--- src/rtl/fetch_pkg.sv ---
// fetch_pkg: shared definitions for the instruction fetch unit.
//   state_t          - fetch sequencer states
//   OPC_W            - width of the opcode field at the top of an instruction
//   HALT_OP_DEFAULT  - opcode that stops fetching unless overridden
package fetch_pkg;

  typedef enum logic [2:0] {
    S_IDLE    = 3'd0,
    S_FETCH   = 3'd1,
    S_WAIT    = 3'd2,
    S_CAPTURE = 3'd3,
    S_ISSUE   = 3'd4,
    S_EXEC    = 3'd5,
    S_HALT    = 3'd6
  } state_t;

  localparam int unsigned OPC_W = 3;
  localparam logic [OPC_W-1:0] HALT_OP_DEFAULT = 3'b111;

endpackage

--- src/rtl/fetch_unit_if.sv ---
// fetch_unit_if: bundles the instruction-memory read port, the controller
// handshake and the status outputs of the fetch unit.
//   master - fetch unit side (drives mem_addr/mem_rd/code/start/pc/halted)
//   slave  - environment side (drives run/mem_rdata/inc_pc/branch)
interface fetch_unit_if #(
  parameter int unsigned PC_W    = 8,
  parameter int unsigned INSTR_W = 23
);
  logic               run;
  logic [PC_W-1:0]    mem_addr;
  logic               mem_rd;
  logic [INSTR_W-1:0] mem_rdata;
  logic [INSTR_W-1:0] code;
  logic               start;
  logic               inc_pc;
  logic               branch;
  logic [PC_W-1:0]    pc;
  logic               halted;

  modport master (
    input  run, mem_rdata, inc_pc, branch,
    output mem_addr, mem_rd, code, start, pc, halted
  );

  modport slave (
    output run, mem_rdata, inc_pc, branch,
    input  mem_addr, mem_rd, code, start, pc, halted
  );
endinterface

--- src/rtl/fetch_unit_pc_counter.sv ---
// pc_counter: program counter register.
//   clk, rst - clock and synchronous active-high reset (to RESET_PC)
//   load     - load target (has priority over inc)
//   inc      - advance by one, wrapping modulo 2^PC_W
//   target   - branch target
//   pc       - current program counter
module pc_counter #(
  parameter int unsigned PC_W     = 8,
  parameter int unsigned RESET_PC = 0
) (
  input  logic            clk,
  input  logic            rst,
  input  logic            load,
  input  logic            inc,
  input  logic [PC_W-1:0] target,
  output logic [PC_W-1:0] pc
);

  // PC register: load beats increment; the adder wraps naturally at PC_W bits.
  always_ff @(posedge clk) begin
    if (rst) begin
      pc <= PC_W'(RESET_PC);
    end else if (load) begin
      pc <= target;
    end else if (inc) begin
      pc <= pc + PC_W'(1);
    end else begin
      pc <= pc;
    end
  end

endmodule

--- src/rtl/fetch_unit.sv ---
// fetch_unit: instruction fetch and sequencing for the CPU controller.
//   clk, rst - clock and synchronous active-high reset
//   bus      - fetch_unit_if.master: memory read port (mem_addr, mem_rd,
//              mem_rdata), controller handshake (code, start, inc_pc,
//              branch), control/status (run, pc, halted)
// One instruction is fetched, captured, issued with a start pulse and then
// held until the controller answers with inc_pc or branch.
module fetch_unit
  import fetch_pkg::*;
#(
  parameter int unsigned      PC_W     = 8,
  parameter int unsigned      INSTR_W  = 23,
  parameter int unsigned      MEM_LAT  = 1,
  parameter int unsigned      RESET_PC = 0,
  parameter logic [OPC_W-1:0] HALT_OP  = HALT_OP_DEFAULT
) (
  input logic          clk,
  input logic          rst,
  fetch_unit_if.master bus
);

  localparam int unsigned CNT_W = $clog2(MEM_LAT + 1);

  state_t             state;
  logic [CNT_W-1:0]   lat_cnt;
  logic [INSTR_W-1:0] code_reg;
  logic               mem_rd_reg;
  logic               start_reg;
  logic               halted_reg;
  logic               in_exec;
  logic               pc_load;
  logic               pc_inc;
  logic               responded;
  logic [PC_W-1:0]    pc_val;

  // Controller responses only count while an issued instruction is pending;
  // branch wins over inc_pc so the PC moves at most once.
  always_comb begin
    in_exec = 1'b0;
    if ((state == S_ISSUE) || (state == S_EXEC)) begin
      in_exec = 1'b1;
    end else begin
      in_exec = 1'b0;
    end
    pc_load   = in_exec & bus.branch;
    pc_inc    = in_exec & bus.inc_pc & ~bus.branch;
    responded = pc_load | pc_inc;
  end

  pc_counter #(
    .PC_W     (PC_W),
    .RESET_PC (RESET_PC)
  ) u_pc (
    .clk    (clk),
    .rst    (rst),
    .load   (pc_load),
    .inc    (pc_inc),
    .target (code_reg[PC_W-1:0]),
    .pc     (pc_val)
  );

  // Sequencer: mem_rd, start and halted are set on the transition into the
  // state that owns them, so each is high exactly while in that state.
  always_ff @(posedge clk) begin
    if (rst) begin
      state      <= S_IDLE;
      lat_cnt    <= '0;
      code_reg   <= '0;
      mem_rd_reg <= 1'b0;
      start_reg  <= 1'b0;
      halted_reg <= 1'b0;
    end else begin
      mem_rd_reg <= 1'b0;
      start_reg  <= 1'b0;
      case (state)
        S_IDLE: begin
          if (bus.run) begin
            state      <= S_FETCH;
            mem_rd_reg <= 1'b1;
          end else begin
            state <= S_IDLE;
          end
        end
        S_FETCH: begin
          if (MEM_LAT == 32'd1) begin
            state <= S_CAPTURE;
          end else begin
            // WAIT lasts MEM_LAT-1 cycles, counted down to 1.
            state   <= S_WAIT;
            lat_cnt <= CNT_W'(MEM_LAT - 32'd1);
          end
        end
        S_WAIT: begin
          if (lat_cnt <= CNT_W'(1)) begin
            state   <= S_CAPTURE;
            lat_cnt <= '0;
          end else begin
            lat_cnt <= lat_cnt - CNT_W'(1);
          end
        end
        S_CAPTURE: begin
          code_reg <= bus.mem_rdata;
          if (bus.mem_rdata[INSTR_W-1 -: OPC_W] == HALT_OP) begin
            state      <= S_HALT;
            halted_reg <= 1'b1;
          end else begin
            state     <= S_ISSUE;
            start_reg <= 1'b1;
          end
        end
        S_ISSUE, S_EXEC: begin
          if (responded) begin
            if (bus.run) begin
              state      <= S_FETCH;
              mem_rd_reg <= 1'b1;
            end else begin
              state <= S_IDLE;
            end
          end else begin
            state <= S_EXEC;
          end
        end
        S_HALT: begin
          state      <= S_HALT;
          halted_reg <= 1'b1;
        end
        default: begin
          state      <= S_IDLE;
          halted_reg <= 1'b0;
        end
      endcase
    end
  end

  assign bus.mem_addr = pc_val;
  assign bus.pc       = pc_val;
  assign bus.mem_rd   = mem_rd_reg;
  assign bus.code     = code_reg;
  assign bus.start    = start_reg;
  assign bus.halted   = halted_reg;

endmodule

--- src/flat_wrapper.sv ---
// flat-port wrapper written by rule: the top's interface ports become plain ports
module fetch_unit_flat import fetch_pkg::*;
#(
  parameter int unsigned      PC_W     = 8,
  parameter int unsigned      INSTR_W  = 23,
  parameter int unsigned      MEM_LAT  = 1,
  parameter int unsigned      RESET_PC = 0,
  parameter logic [OPC_W-1:0] HALT_OP  = HALT_OP_DEFAULT
)
  (clk, rst, bus_run, bus_mem_rdata, bus_inc_pc, bus_branch, bus_mem_addr, bus_mem_rd, bus_code, bus_start, bus_pc, bus_halted);
  fetch_unit_if #(.PC_W(PC_W), .INSTR_W(INSTR_W)) bus_i ();
  input logic clk;
  input logic rst;
  input wire logic [$bits(bus_i.run)-1:0] bus_run;
  input wire logic [$bits(bus_i.mem_rdata)-1:0] bus_mem_rdata;
  input wire logic [$bits(bus_i.inc_pc)-1:0] bus_inc_pc;
  input wire logic [$bits(bus_i.branch)-1:0] bus_branch;
  output wire logic [$bits(bus_i.mem_addr)-1:0] bus_mem_addr;
  output wire logic [$bits(bus_i.mem_rd)-1:0] bus_mem_rd;
  output wire logic [$bits(bus_i.code)-1:0] bus_code;
  output wire logic [$bits(bus_i.start)-1:0] bus_start;
  output wire logic [$bits(bus_i.pc)-1:0] bus_pc;
  output wire logic [$bits(bus_i.halted)-1:0] bus_halted;
  assign bus_i.run = bus_run;
  assign bus_i.mem_rdata = bus_mem_rdata;
  assign bus_i.inc_pc = bus_inc_pc;
  assign bus_i.branch = bus_branch;
  assign bus_mem_addr = bus_i.mem_addr;
  assign bus_mem_rd = bus_i.mem_rd;
  assign bus_code = bus_i.code;
  assign bus_start = bus_i.start;
  assign bus_pc = bus_i.pc;
  assign bus_halted = bus_i.halted;
  fetch_unit #(.PC_W(PC_W), .INSTR_W(INSTR_W), .MEM_LAT(MEM_LAT), .RESET_PC(RESET_PC), .HALT_OP(HALT_OP)) u_core (.clk(clk), .rst(rst), .bus(bus_i));
endmodule
--- config.mk ---
export PLATFORM = sky130hd
export DESIGN_NAME = fetch_unit_flat
export DESIGN_NICKNAME = d
export VERILOG_FILES = /design/src/rtl/fetch_pkg.sv /design/src/rtl/fetch_unit_if.sv /design/src/rtl/fetch_unit_pc_counter.sv /design/src/rtl/fetch_unit.sv /design/src/flat_wrapper.sv
export SDC_FILE = /design/constraint.sdc
export NUM_CORES = 1
export LEC_CHECK = 0
export ABC_CLOCK_PERIOD_IN_PS = 3700
export BUFFER_PORTS_ARGS = -buffer_cell sky130_fd_sc_hd__buf_2
export CAP_MARGIN = 20
export CORE_ASPECT_RATIO = 0.5
export CORE_MARGIN = 10
export CORE_UTILIZATION = 40
export CTS_CLUSTER_DIAMETER = 120
export DETAILED_ROUTE_END_ITERATION = 7
export MAX_ROUTING_LAYER = met4
export PLACE_DENSITY_LB_ADDON = 0.3
export SYNTH_ARGS = -nofsm -noshare
export SYNTH_HDL_FRONTEND = slang
export SYNTH_HIERARCHICAL = 1
export SYNTH_SLANG_ARGS = --single-unit
--- constraint.sdc ---
create_clock -name clk -period 3.7 [get_ports clk]
set_clock_uncertainty 0.1 [all_clocks]
set_input_delay 0 -clock clk [delete_from_list [all_inputs] [get_ports clk]]
set_output_delay 0 -clock clk [all_outputs]
set_load 0.01 [all_outputs]
==> results.tsv <==
stage	metric	value	unit
detailed_routing	post-route ant nets	0	
synthesis	Distinct cells, synth	34	
final_layout	Final Core Density	57.8	%
detailed_routing	# DRC	0	
final_layout	max reg flops	23	
floorplan	Die Y	65.7	um
critical_path	CP Capture Type	flip-flop	
timing	Max-slew headroom	41.6	%
synthesis	Yosys warning count	6	
floorplan	CORE AREA	3960	um2
critical_path	cells along the critical path	nor4bb_1 -> buf_4 -> or3b_1 -> or4_1 -> o211ai_1	
detailed_routing	DR vias/cell	4.83	
synthesis	post-synthesis register bit count	37	
timing	Worst-Margin Slew	0.875	ns
critical_path	R2R setup slack	1.56	ns
clock_network	cts bufs inserted	5	
critical_path	crit path DAT	2.24	ns
min_path	min-delay src	rst	
final_layout	FILL cells	376	
place	placed cells	300	
timing	Final period util	57.8	%
timing	final setup fails	0	
final_layout	ANT cells	0	
timing	Slew Viols, Final	0	
critical_path	WS Path Type	reg2reg	
place	Post-DP HPWL	3130	um
clock_network	hold_buf cts	27	
synthesis	Synth area leader	dfxtp_1	
detailed_routing	drt first pass iters	4	
timing	RSZ-0062 raised after global routing	no	
grt	antenna violations before repair	0	
timing	post-layout min period	2.14	ns
synthesis	ys flop type	dfxtp_1	
grt	GRT overflow	0	
timing	final hold slack	0.206	ns
clock_network	clk root buf	clkbuf_8	
grt	largest net degree at the start of global routing	40	
synthesis	Seq/Total Area, Yosys	44.2	%
critical_path	Crit-path slowest cell	dfxtp_1	
clock_network	CTS H-tree lvls	2	
timing	Fin. Hold Viols	0	
min_path	hold path endpoint	u_core/u_pc/pc[0]	
final_layout	fin cells	334	
min_path	worst hold path depth	2	
floorplan	Ports	70	
synthesis	syn avg cell area	8.46	um2
synthesis	count leader, synth	nand2_1	
critical_path	CP Buf/Inv Count	1	
final_layout	final net count	309	
detailed_routing	DRT iter0 DRCs	81	
final_layout	share of layout cells above drive strength 1	31.1	%
critical_path	CP required	3.80	ns
synthesis	Post-synth top cells	nand2_1 (50), dfxtp_1 (37), a21oi_1 (19)	
pwr	Pwr Density	381	nW/um2
floorplan	Site Rows	16	
synthesis	post-synth top area share	44.2	%
clock_network	clk sinks	37	
floorplan	Die X	111	um
critical_path	Reg-to-Reg Start	u_core/state[2]	
timing	f_max	468	MHz
timing	setup tns final	0	ns
clock_network	TritonCTS clock tree	yes	
synthesis	post-synthesis async set-or-reset flop share	0	%
place	Post-DP Area	1940	um2
detailed_routing	Routed wire per std cell	14.4	um
synthesis	Post-synth EDFFs	0	
clock_network	Clock transition at path regs	0.07	ns
outcome	outcome	finished clean	
critical_path	Reg2Reg Depth	5	
grt	number of global-route vias before repair	1669	
pwr	Max IR drop VDD	0.174	mV
final_layout	Design Area, Final	2290	um2
detailed_routing	vias	1612	
critical_path	r2r endpoint	u_core/u_pc/pc[7]	
detailed_routing	Routed WL	4810	um
clock_network	Post-CTS Setup Inserts	0	
critical_path	Setup crit start kind	flip-flop	
flow_run	max capacitance violation total	0	
place	Port Buffer Count	69	
floorplan	die area	7330	um2
critical_path	delay-heaviest family, CP	simple AND/OR/NAND/NOR gates	
synthesis	Synth Instances	198	
grt	first-pass GRT wire length	7940	um
clock_network	clock latency on the worst-skew pair	0.28	ns
min_path	Worst Hold Class	in2reg	
pwr	Leak	0.996	nW
clock_network	cts repair resizes	0	
grt	Tot GR Track Use	13.4	%
final_layout	area grow syn2layout	36.9	%
floorplan	Starting Density	42.2	%
critical_path	CP max stage delay	0.54	ns
place	global placer's final weighted congestion	0.853	
synthesis	synthesized area	1670	um2
synthesis	Synthesized Nets	227	
clock_network	Clock Path Buffers	2	
critical_path	crit-path max FO	13	
synthesis	largest cells by area after synthesis	dfxtp_1 (44%), nand2_1 (11%), a21oi_1 (5.7%)	
final cells by class:
type	instances	area, um2	share of cell area, %
Multi-Input combinational cell	137	767	33.5
Timing Repair Buffer	97	623	27.2
Sequential cell	37	741	32.3
Clock buffer	7	86.3	3.77
Tap cell	54	67.6	2.95
Inverter	2	7.51	0.328
per-stage QoR:
| step | total power (W) | setup WS (ns) |
|---|---|---|
| 6_report | 0.000873 | 1.56 |
| 5_1_grt | 0.000922 | 1.39 |
| 4_1_cts | 0.000884 | 1.59 |
| 3_5_place_dp | 0.000578 | 1.60 |
| 3_3_place_gp | 0.000573 | 1.68 |
| 2_1_floorplan | 0.000543 | 1.61 |
power breakdown:
group          total [W]  switching, W  internal, W
Clock           0.000281      0.000133     0.000148
Sequential      0.000447     0.0000264     0.000421
Combinational   0.000145     0.0000741    0.0000710
logic make-up after synthesis:
logic type                 synth area share (%)
AOI/OAI and AO/OA                          16.7
and+or+nand+nor                            23.9
adders and majority gates                 0.747
xor gates and xnor gates                   2.62
buffers and inverters                      9.94
DFF                                        44.2
muxes                                      1.87
cells in the final DEF (no fill, tap or decap), types with 2 or more instances in the layout:
cell type       n
dlygate4sd3_1  27
nor2_1          8
nor3_1          4
clkbuf_8        6
a211oi_1        5
nand4_1         3
xor2_1          5
nand2b_1        2
o21ai_0         2
inv_1           2
a21oi_1        19
and3b_1         2
nand3_1         5
buf_2          69
or4_1           2
a21oi_2         9
mux2i_1         2
dfxtp_1        37
o211ai_1        4
nand2_1        50
nor3b_1         3
worst max path at each step:
| stage | startpoint | endpoint | slack [ns] | cells past startpoint |
|---|---|---|---|---|
| 2_1_floorplan | u_core/state[2] | u_core/u_pc/pc[7] | 1.61 | 6 |
| 3_3_place_gp | u_core/state[2] | u_core/u_pc/pc[7] | 1.68 | 5 |
| 3_5_place_dp | u_core/state[2] | u_core/u_pc/pc[7] | 1.60 | 5 |
| 4_1_cts | u_core/state[2] | u_core/u_pc/pc[7] | 1.59 | 5 |
| 5_1_grt | u_core/state[2] | u_core/u_pc/pc[7] | 1.39 | 5 |
| 6_report | u_core/state[2] | u_core/u_pc/pc[7] | 1.56 | 5 |
layer usage:
| layer | share of wire (%) | wire [um] | GRT usage, % | up-vias |
|---|---|---|---|---|
| li1 | - | - | - | 828 |
| met1 | 44 | 2100 | 14.4 | 727 |
| met2 | 49 | 2380 | 23.0 | 55 |
| met3 | 6.8 | 325 | 4.80 | 2 |
| met4 | 0.21 | 10 | 4.30 | 0 |
| met5 | 0 | 0 | - | - |
Power figures use the tool's default switching activity.
